--- config.mk ---
export PLATFORM = sky130hd
export DESIGN_NAME = gcd_sequencer
export DESIGN_NICKNAME = d
export VERILOG_FILES = /design/src/rtl/gcd_pkg.sv /design/src/rtl/gcd_ucode_rom.sv /design/src/rtl/gcd_sequencer.sv
export SDC_FILE = /design/constraint.sdc
export NUM_CORES = 1
export LEC_CHECK = 0
export BUFFER_PORTS_ARGS = -buffer_cell sky130_fd_sc_hd__buf_2
export CAP_MARGIN = 20
export CORE_MARGIN = 2
export CORE_UTILIZATION = 34
export CTS_BUF_LIST = sky130_fd_sc_hd__clkbuf_2 sky130_fd_sc_hd__clkbuf_4 sky130_fd_sc_hd__clkbuf_8
export CTS_CLUSTER_SIZE = 30
export DETAILED_ROUTE_END_ITERATION = 8
export GPL_TIMING_DRIVEN = 1
export PLACE_DENSITY = 0.59
export SETUP_SLACK_MARGIN = 0.2
export SYNTH_ARGS = -nofsm -noshare
export SYNTH_HDL_FRONTEND = slang
export SYNTH_HIERARCHICAL = 1
export SYNTH_SLANG_ARGS = --single-unit
export TNS_END_PERCENT = 5
--- constraint.sdc ---
create_clock -name clk -period 2.1 [get_ports clk]
set_input_delay 0.42 -clock clk [delete_from_list [all_inputs] [get_ports clk]]
set_output_delay 0.42 -clock clk [all_outputs]
set_load 0.01 [all_outputs]
--- src/rtl/gcd_pkg.sv ---
// Shared types, control-word field map and the subtractive-GCD microprogram
// for the GCD sequencer and its microcode ROM.
package gcd_pkg;

    localparam int UC_DEPTH = 32;

    typedef enum logic [2:0] {
        OP_NEXT = 3'd0,
        OP_JMP  = 3'd1,
        OP_BZ   = 3'd2,
        OP_BNZ  = 3'd3,
        OP_FIN  = 3'd4
    } seq_op_t;

    typedef enum logic [1:0] {
        ST_IDLE,
        ST_RUN,
        ST_DONE,
        ST_ERROR
    } seq_state_t;

    typedef struct packed {
        seq_op_t     op;
        logic [4:0]  target;
        logic [15:0] cw;
    } uinstr_t;

    typedef uinstr_t [UC_DEPTH-1:0] ucode_t;

    localparam logic [4:0] ROM_START = 5'd1;

    // Datapath control-word fields; CW_ZS_* picks which condition drives zero_flag.
    localparam logic [15:0] CW_LD_A   = 16'h0001;
    localparam logic [15:0] CW_LD_B   = 16'h0002;
    localparam logic [15:0] CW_SUB_AB = 16'h0004;
    localparam logic [15:0] CW_SUB_BA = 16'h0008;
    localparam logic [15:0] CW_MOV_BA = 16'h0010;
    localparam logic [15:0] CW_ZS_A0  = 16'h0000;
    localparam logic [15:0] CW_ZS_B0  = 16'h0020;
    localparam logic [15:0] CW_ZS_EQ  = 16'h0040;
    localparam logic [15:0] CW_ZS_LT  = 16'h0060;

    function automatic uinstr_t uc_word(input seq_op_t op, input logic [4:0] tgt,
                                        input logic [15:0] cw);
        uinstr_t w;
        w.op     = op;
        w.target = tgt;
        w.cw     = cw;
        return w;
    endfunction

    // Result lands in A. Zero operands are handled before the subtract loop.
    function automatic ucode_t gcd_program();
        ucode_t u;
        for (int i = 0; i < UC_DEPTH; i++) u[i] = uc_word(OP_FIN, 5'd0, 16'h0000);
        u[1] = uc_word(OP_NEXT, 5'd0, CW_LD_A | CW_LD_B);
        u[2] = uc_word(OP_BZ,   5'd8, CW_ZS_A0);
        u[3] = uc_word(OP_BZ,   5'd9, CW_ZS_B0);
        u[4] = uc_word(OP_BZ,   5'd9, CW_ZS_EQ);
        u[5] = uc_word(OP_BZ,   5'd7, CW_ZS_LT);
        u[6] = uc_word(OP_JMP,  5'd4, CW_SUB_AB);
        u[7] = uc_word(OP_JMP,  5'd4, CW_SUB_BA);
        u[8] = uc_word(OP_JMP,  5'd9, CW_MOV_BA);
        u[9] = uc_word(OP_FIN,  5'd0, 16'h0000);
        return u;
    endfunction

    localparam ucode_t GCD_UCODE = gcd_program();

endpackage

--- src/rtl/gcd_ucode_rom.sv ---
// Combinational microcode ROM; the program image is a parameter so other
// programs can be dropped in without touching the sequencer.
import gcd_pkg::*;

module gcd_ucode_rom #(
    parameter int     AW    = 5,
    parameter ucode_t UCODE = GCD_UCODE
) (
    input  logic [AW-1:0] addr,
    output uinstr_t       uinstr
);

    assign uinstr = UCODE[addr];

endmodule

--- src/rtl/gcd_sequencer.sv ---
// Program-counter sequencer for the GCD engine: start/busy/done handshake,
// conditional branching on zero_flag and a per-run cycle watchdog.
import gcd_pkg::*;

module gcd_sequencer #(
    parameter int     MAX_CYCLES = 1023,
    parameter int     AW         = 5,
    parameter ucode_t UCODE      = GCD_UCODE
) (
    input  logic          clk,
    input  logic          reset,
    input  logic          start,
    input  logic          zero_flag,
    output logic [15:0]   CW,
    output logic          busy,
    output logic          done,
    output logic          error,
    output logic [AW-1:0] pc
);

    localparam int             WD_W   = $clog2(MAX_CYCLES + 1);
    localparam logic [WD_W-1:0] WD_MAX = WD_W'(MAX_CYCLES);

    seq_state_t    state_q, state_d;
    logic [AW-1:0] pc_q, pc_d;
    logic [WD_W-1:0] wd_q, wd_d;
    logic          busy_q, busy_d;
    logic          done_q, done_d;
    logic          error_q, error_d;

    uinstr_t       ui;
    logic [AW-1:0] pc_inc, pc_next;
    logic [WD_W-1:0] wd_inc;
    logic          taken, illegal;

    gcd_ucode_rom #(.AW(AW), .UCODE(UCODE)) u_rom (
        .addr   (pc_q),
        .uinstr (ui)
    );

    always_comb begin
        taken   = 1'b0;
        illegal = 1'b0;
        case (ui.op)
            OP_NEXT: taken = 1'b0;
            OP_JMP:  taken = 1'b1;
            OP_BZ:   taken = zero_flag;
            OP_BNZ:  taken = ~zero_flag;
            OP_FIN:  taken = 1'b0;
            default: illegal = 1'b1;
        endcase
        pc_inc  = pc_q + 1'b1;
        pc_next = taken ? AW'(ui.target) : pc_inc;
        wd_inc  = (wd_q == WD_MAX) ? wd_q : wd_q + 1'b1;
    end

    always_comb begin
        state_d = state_q;
        pc_d    = pc_q;
        wd_d    = wd_q;
        busy_d  = 1'b0;
        done_d  = 1'b0;
        error_d = error_q;
        case (state_q)
            ST_IDLE: begin
                if (start) begin
                    state_d = ST_RUN;
                    pc_d    = AW'(ROM_START);
                    wd_d    = '0;
                    busy_d  = 1'b1;
                    error_d = 1'b0;
                end
            end
            ST_RUN: begin
                wd_d = wd_inc;
                if (illegal) begin
                    state_d = ST_ERROR;
                    pc_d    = '0;
                    error_d = 1'b1;
                end else if (ui.op == OP_FIN) begin
                    state_d = ST_DONE;
                    pc_d    = '0;
                    done_d  = 1'b1;
                end else if (wd_inc == WD_MAX) begin
                    // wd_inc counts this cycle, so the run stops after exactly MAX_CYCLES
                    state_d = ST_ERROR;
                    pc_d    = '0;
                    error_d = 1'b1;
                end else begin
                    pc_d   = pc_next;
                    busy_d = 1'b1;
                end
            end
            default: begin
                state_d = ST_IDLE;
                pc_d    = '0;
            end
        endcase
    end

    always_ff @(posedge clk or negedge reset) begin
        if (!reset) begin
            state_q <= ST_IDLE;
            pc_q    <= '0;
            wd_q    <= '0;
            busy_q  <= 1'b0;
            done_q  <= 1'b0;
            error_q <= 1'b0;
        end else begin
            state_q <= state_d;
            pc_q    <= pc_d;
            wd_q    <= wd_d;
            busy_q  <= busy_d;
            done_q  <= done_d;
            error_q <= error_d;
        end
    end

    assign CW    = (state_q == ST_RUN) ? ui.cw : 16'h0000;
    assign busy  = busy_q;
    assign done  = done_q;
    assign error = error_q;
    assign pc    = pc_q;

endmodule

* Word-level counts from Yosys, hierarchy flattened
Memories as Yosys holds them, arrays and structs flattened. Cells that the tools add are included.
Storage, ports and cells: bits in registers 20, ROM bits 768, input bits 4, output and inout port bits 24, word-level logic and storage cells 59, memories 1
Memory list:
- (no name shown) | depth 32, width 24, read ports 1, clocked after Yosys merged registers in 0, wr ports 0, RTL line gcd_ucode_rom.sv:13 | assign uinstr = UCODE[addr];
Cells by class: $add $sub $neg 2, $lt $le $gt $ge 1, equal/unequal tests 11, mux-type cells 30, bitwise logic cells 1, reductions and logical operators 7
Operators by type and width (count):
- $mux 5 | 5
- $mux 24 | 1
- $eq 10x10->1 const B | 2
- $mux 10 | 2
- $pmux 10 s2 | 1
- $mux 16 | 1
- $mux 1 | 11
- $add 10x1->10 const B | 1
- $pmux 5 s2 | 1
- $mux 2 | 4
- $eq 3x2->1 const B | 2
- $lt 5x6->1 const B | 1
- $ne 3x3->1 const B | 2
- $add 5x1->5 const B | 1
- $reduce_or 5->1 | 1
- $ne 4x4->1 const B | 1
- $pmux 1 s2 | 2
- $pmux 2 s2 | 1
- $reduce_and 2->1 | 2
- $reduce_and 4->1 | 1
- $eq 3x1->1 const B | 1
- $eq 3x3->1 const B | 1
- $logic_not 3->1 | 1
- $pmux 1 s3 | 1
- 5 further kinds | 5

* Logic depth before layout (Yosys ltp)
Gate-level depths: netlist of the first run.
word-level depth 9, depth in mapped cells 10, depth with buffers taken out 9

* Hierarchy
The synthesis of the first run kept the hierarchy.
Modules (own cells, without submodules):
- gcd_sequencer | instances 1, cells each 158, area each 1307.5 um^2, seq. area each 500.5 um^2
- gcd_ucode_rom | instances 1, cells each 45, area each 340.3 um^2, seq. area each 0.0 um^2

* Worst setup path before layout of the first run
No wires, ideal clock.
path type register -> register, start point register pc_q[1] (netlist: pc[1]), end point register pc_q[2] (netlist: pc[2]), library setup time 128 ps, arrival 2166 ps, path slack -194 ps, stages on the path, launching flop included 9, path buffers 1, clock period less this slack 2294 ps, cells stage by stage dfrtp_1 > buf_6 > or4b_4 > a21oi_2 > xor2_1 > nor2_1 > nor3_1 > a31oi_1 > o22ai_1
RTL lines:
- start, declared | RTL line gcd_sequencer.sv:25 | logic [AW-1:0] pc_q, pc_d;
- start signal, assigned | RTL line gcd_sequencer.sv:111 | pc_q <= pc_d;

==> run metrics, run 1 <==
worst reg2reg path endpoint pc[2]; first-pass GRT wire length between 6000 and 7000 µm; Synth area leader dfrtp_1; Adder-Cell Fraction of Synth Area 0.03645; RSZ-0062 raised after global routing yes; RePlAce Congestion ~0.9; Final Cycle Share 1.007; IO Count 28; Post-synth ARST share 1.000; Post-Route Setup TNS -15.62 ps; Ant. Diodes 0; Final Setup Violations 1; Most used DFF post-synth dfrtp_1; crit-path max cell delay 440 ps; Post-Route WL 4239 µm; CTS Hold Bufs 0; setup ws final -15.62 ps; fin nets 250; DRC 0; worst-skew pair later-pin latency roughly 260 ps; Syn Area/Cell 8.117 µm²; leakage between 0.8 and 0.9 nW; Hold Crit Class input pin to async pin; worst-path cell chain inv_1, ha_4, nor3_2, nand2_1, xor2_2, nor2_4, nor3_2, a31oi_1, o22ai_1; reg2reg path depth 9; FP Rows 25; largest family of logic cells by synthesized area simple AND/OR/NAND/NOR gates; Synth top area share 0.3037; Worst VDD drop a little under 0.4 mV; drt pass-1 iters 4; Cells after Synth 203; Reg clk slew, reported paths about 80 ps; count of cell types in the netlist 48; CP Data Arrival Time 2260 ps; clock tree buffer depth 2; critical path required time approximately 2200 ps; I/O Buffers 18; CP Launch Type flip-flop; CTS buffer count 3; CP Capture Point pc[2]; path length in cells of the critical path 9; Worst path slowest cell dfrtp_2; Routed Antenna Nets 0; R2R Path Start pc[1]; worst-path fanout max 6; full die area between 5000 and 6000 µm²; status finished with violations; Core Region 4692 µm²; initial antenna violation count 0; slew margin rel. 0.6298; Initial Util 0.3512; EDFF count, synth 0; violations in the final reports negative setup slack; Setup Skew between 4 and 5 ps; Most common cell on crit path nor3_2; Crit path max-delay family simple AND/OR/NAND/NOR gates; number of clock sinks 20; root buffer cell clkbuf_8; post-synthesis mux area share 0.006074; actual slew at the worst max-slew pin 553.3 ps; Max Slew Vio Count 0; Filler cells 450; Post-Synth Simple-Gate Area 0.3303; top cells by area, synth dfrtp_1 30%, and2_1 7.6%, buf_4 7.3%, a21oi_1 4.6%, nor2_1 3.6%; Worst Setup Path Type flip-flop to flip-flop; XOR/XNOR Fraction of Synth Area 0.01595; Layout Utilization 0.4464; CP Buf/Inv Count 1; Worst Setup SP pc[1]; Synth Cell Area 1648 µm²; Area Overhead vs Synth 27.11%; maximum operating frequency 0.4727 GHz; total congestion overflow 0; Final Hold Fails 0; min Tclk post-route between 2000 and 2500 ps; CTS tree yes; H-Tree Level Count 1; via/cell ratio about 5.5; Starting DRT DRC Count 141; Compound-Gate Fraction of Synth Area 0.1913; via count 1608; synthesis warning total 6; sequential area share after synthesis 0.3037; DP HPWL between 2000 and 3000 µm; power density over the cells between 1000 and 1500 nW/µm²; CP Capture Type flip-flop; flops & latches, synth 20; largest net degree at the start of global routing 21; gr usage total 0.1610; Post-synth top cells 20 x and2_1, 20 x dfrtp_1, 16 x buf_4, 16 x nor2_1, 15 x a21oi_1; layout cell share with drive strength beyond 1 0.3237; maxcap violations 0; Die H 73.62 µm; vias in the first global route roughly 1400; die width 73.62 µm; FF-to-FF setup slack -20 ps; WL per Instance about 14 µm
[area by class of cell]
class	count	area, µm²	area share
clock buffer	3	41.29	0.01971
clock inverter	1	30.03	0.01434
inverter	9	33.78	0.01613
multi-input combinational	162	1091	0.5209
sequential	20	504.2	0.2407
tap	54	67.56	0.03226
timing repair buffer	46	326.6	0.1559
[placed cells by master (no fill, tap or decap), types with 2 or more instances in the layout]
master / n
buf_4: 21
and2_1: 20
buf_2: 18
dfrtp_1: 17
a21oi_1: 15
nor2_1: 14
nand2_1: 13
conb_1: 10
inv_1: 9
buf_6: 7
nand4_1: 6
nand3_1: 6
o21ai_0: 6
o21ai_1: 6
nor3_2: 6
a31oi_1: 6
nor3_1: 3
nand2b_1: 3
o22ai_1: 3
clkbuf_8: 3
dfrtp_2: 3
and4_1: 2
a211oi_1: 2
a21oi_2: 2
nor4_2: 2
nor2_4: 2
a22o_1: 2
ha_1: 2
nor4_1: 2
[repair_timing]
action | 4_1_cts | 5_1_grt
gates resized for setup | 9 | 17
endpoints found under the setup margin | 14 | 17
buffers inserted | 10 | 4
pin swaps | 3 | 10
[worst min path at each step]
stage	endpoint	slack, ps
floorplan	busy	120
detailed placement	done	410
finish	done	100
global placement	done	400
global route	done	130
CTS	done	110
[report_power, final]
group	internal [mW]	switching (mW)
combinational	0.516	0.712
sequential	0.487	0.107
clock	0.255	0.138
total	1.26	0.956
[per-stage QoR]
stage	power [mW]	hold WS, ps	std cells	setup WS (ps)	instance area [µm²]
detailed placement	1.684	405.9	277	-1.341	1805
finish	2.213	100.2	295	-15.62	2095
floorplan	1.363	124.4	212	-10.86	1697
CTS	2.128	111.2	291	59.68	1991
global route	2.393	132.0	295	-106.7	2095
global placement	1.678	401.7	277	5.185	1805
[logic make-up after synthesis]
logic type | after synthesis
xor+xnor | 3
fa+ha+maj | 5
simple gates | 93
buf+inv | 30
mux | 1
flops | 20
other cells | 1
compound gates | 50
[registers in the layout (all words and copies together), names as in the netlist]
name,count
error,1
pc,5
busy,1
state_q,2
wd_q,10
done,1
[metal layers]
metal  GRT usage  vias up  wire length (µm)  share of wire
li1            -      790                 -              -
met1      0.2265      756              1950           0.46
met2      0.2540       54              2028           0.48
met3     0.03292        8               202          0.048
met4     0.03636        0                57          0.013
met5           0        -                 0              0
(Power assumes the default switching activity.)
==> inputs of run 2 (changes only) <==
--- a/config.mk
+++ b/config.mk
@@ -8,12 +8,12 @@
 export BUFFER_PORTS_ARGS = -buffer_cell sky130_fd_sc_hd__buf_2
 export CAP_MARGIN = 20
 export CORE_MARGIN = 2
-export CORE_UTILIZATION = 34
+export CORE_UTILIZATION = 30
 export CTS_BUF_LIST = sky130_fd_sc_hd__clkbuf_2 sky130_fd_sc_hd__clkbuf_4 sky130_fd_sc_hd__clkbuf_8
 export CTS_CLUSTER_SIZE = 30
 export DETAILED_ROUTE_END_ITERATION = 8
 export GPL_TIMING_DRIVEN = 1
-export PLACE_DENSITY = 0.59
+export PLACE_DENSITY = 0.54
 export SETUP_SLACK_MARGIN = 0.2
 export SYNTH_ARGS = -nofsm -noshare
 export SYNTH_HDL_FRONTEND = slang
==> constraint.sdc (replaced) <==
create_clock -name clk -period 2.1 [get_ports clk]
set_input_delay 0.42 -clock clk [delete_from_list [all_inputs] [get_ports clk]]
set_output_delay 0.42 -clock clk [all_outputs]
set_load 0.02 [all_outputs]
==> run 2 against run 1 <==
Net effect: the flow now finishes without violations; final cell count increased by 4.7%; register-to-register slack improved by 110 ps; die area increased by 13%; sequential power decreased by 0.8%; count of clock-buffer cells in the layout increased by 1; clock skew increased by 2.5 ps; hold slack improved by 1.7 ps; sequential cell count unchanged; cell area decreased by 1.4%; utilization decreased by 5.0 points; highest routed layer unchanged.
==> run metrics, run 2 (same netlist as run 1, synthesis figures left out) <==
status finished, final reports clean; most common cell after layout, fill and taps aside buf_4; Worst path slowest cell or3b_4; Die H 78.12 µm; dpl ws around 22 ps; layout cell share with drive strength beyond 1 0.3013; CTS buffer count 3; total congestion overflow 0; clock tree buffer depth 2; CP Launch Type flip-flop; first-pass GRT wire length 6975 µm; Layout Utilization 0.3966; Setup Skew 7.398 ps; drt pass-1 iters 4; clock share of power 0.132; fin nets 248; worst-path fanout max 10; Hold Crit Class input pin to async pin; CP Data Arrival Time 1640 ps; full die area 6102 µm²; H-Tree Level Count 1; Max Slew Vio Count 0; Worst VDD drop 0.4494 mV; Crit path max-delay family simple AND/OR/NAND/NOR gates; crit-path max cell delay 420 ps; DRC 0; Filler cells approximately 530; Final Setup Violations 0; reg2reg path depth 8; die width 78.12 µm; FP Rows 26; CP Capture Type output pin; worst-skew pair later-pin latency 260 ps; Finished Cell Area a little over 2000 µm²; CTS tree yes; P_sw 1.041 mW; maximum operating frequency between 0.4 and 0.5 GHz; min Tclk post-route 2065 ps; IO Count 28; Reg clk slew, reported paths 90 ps; non-filler instance count after layout 309; maxcap violations 0; I/O Buffers 18; CTS Hold Bufs 0; Post-Place Cells 298; worst-path cell chain buf_6, or3b_4, nor3_2, and2_1, buf_4; gr usage total 0.1411; CP Buf/Inv Count 2; Post-Route Setup TNS 0 ps; vias in the first global route 1456; FF-to-FF setup slack 90 ps; largest net degree at the start of global routing 21; total power about 2.2 mW; WL per Instance 13.48 µm; Reg power frac 0.270; Starting DRT DRC Count 89; root buffer cell clkbuf_8; Area Overhead vs Synth 25.28%; sw frac 0.4786; R2R Path Start pc[3]; DP HPWL around 3000 µm; Internal between 1 and 1.5 mW; via count 1595; hold slack 101.9 ps; worst reg2reg path endpoint pc[3]; commonest cells after routing, fill and taps aside 26 x buf_4, 20 x and2_1, 17 x dfrtp_1; RePlAce Congestion 0.8281; Post-Route WL 4164 µm; Core Region approximately 5200 µm²; max reg flops 10; post-place instance area 1863 µm²; leakage 0.8662 nW; setup ws final 35.41 ps; RSZ-0062 raised after global routing yes; Ant. Diodes 0; most flop-heavy register wd_q; Initial Util 0.3166; Comb pwr share 0.597; Final Hold Fails 0; Worst Setup Path Type flip-flop to output pin; Final Cycle Share 0.9831; number of clock sinks 20; power density over the cells 1053 nW/µm²; critical path required time 1680 ps; via/cell ratio a little over 5; Routed Antenna Nets 0; initial antenna violation count 0
[run 2: changes by cell type in the layout (fill, tap and decap cells not counted), moves of 2 or more]
cell | previous run | this run
nor3_2 | 6 | 2
buf_6 | 7 | 2
ha_1 | 2 | 4
buf_4 | 21 | 26
nor3_4 | 1 | 3
buf_2 | 18 | 15
nor3_1 | 3 | 5
[run 2: area by class of cell]
class                           count  area (µm²)  area share
Sequential cell                    20       504.2      0.2442
Inverter                            9       33.78     0.01636
Timing Repair Buffer               43       292.8      0.1418
Clock buffer                        4       48.80     0.02364
Tap cell                           70       87.58     0.04242
Multi-Input combinational cell    163        1097      0.5315
[run 2: worst register-to-register path, stage by stage, from the launching register on]
cell	delay, ps
dfrtp_1	370
buf_4	130
or4b_4	490
a21oi_4	220
xor2_4	220
nor2_4	80
nor3_4	170
a31oi_1	120
o22ai_1	140
[run 2: how the worst max path moves through the flow]
stage               startpoint     to  depth (start not counted)
floorplan                pc[1]  pc[2]                          8
global placement         pc[1]  pc[3]                          7
detailed placement       pc[1]  pc[3]                          7
CTS                      pc[3]  CW[4]                          5
global route             pc[3]  CW[2]                          5
finish                   pc[3]  CW[2]                          5
[run 2: power by group through the flow]
stage / clock network, mW / registers [mW] / logic, mW
after global routing: 0.315 / 0.608 / 1.44
after global placement: 0 / 0.594 / 1.18
after detailed placement: 0 / 0.594 / 1.19
after CTS: 0.288 / 0.587 / 1.25
final: 0.288 / 0.588 / 1.30
after floorplan: 0 / 0.641 / 0.809
[run 2: metal layers]
| layer | part of all wire | GRT usage | vias to the layer above | wire length, µm |
|---|---|---|---|---|
| met5 | 0 | 0 | - | 0 |
| met4 | 0.011 | 0.04211 | 0 | 44 |
| met3 | 0.037 | 0.02184 | 4 | 153 |
| met2 | 0.47 | 0.2259 | 38 | 1944 |
| met1 | 0.49 | 0.1964 | 769 | 2022 |
| li1 | - | - | 784 | - |
[run 2: repair_timing]
item,in CTS,in global routing
pin swaps,3,1
setup buffers,5,1
gates cloned,1,0
endpoints found under the setup margin,12,16
resized for setup,13,7
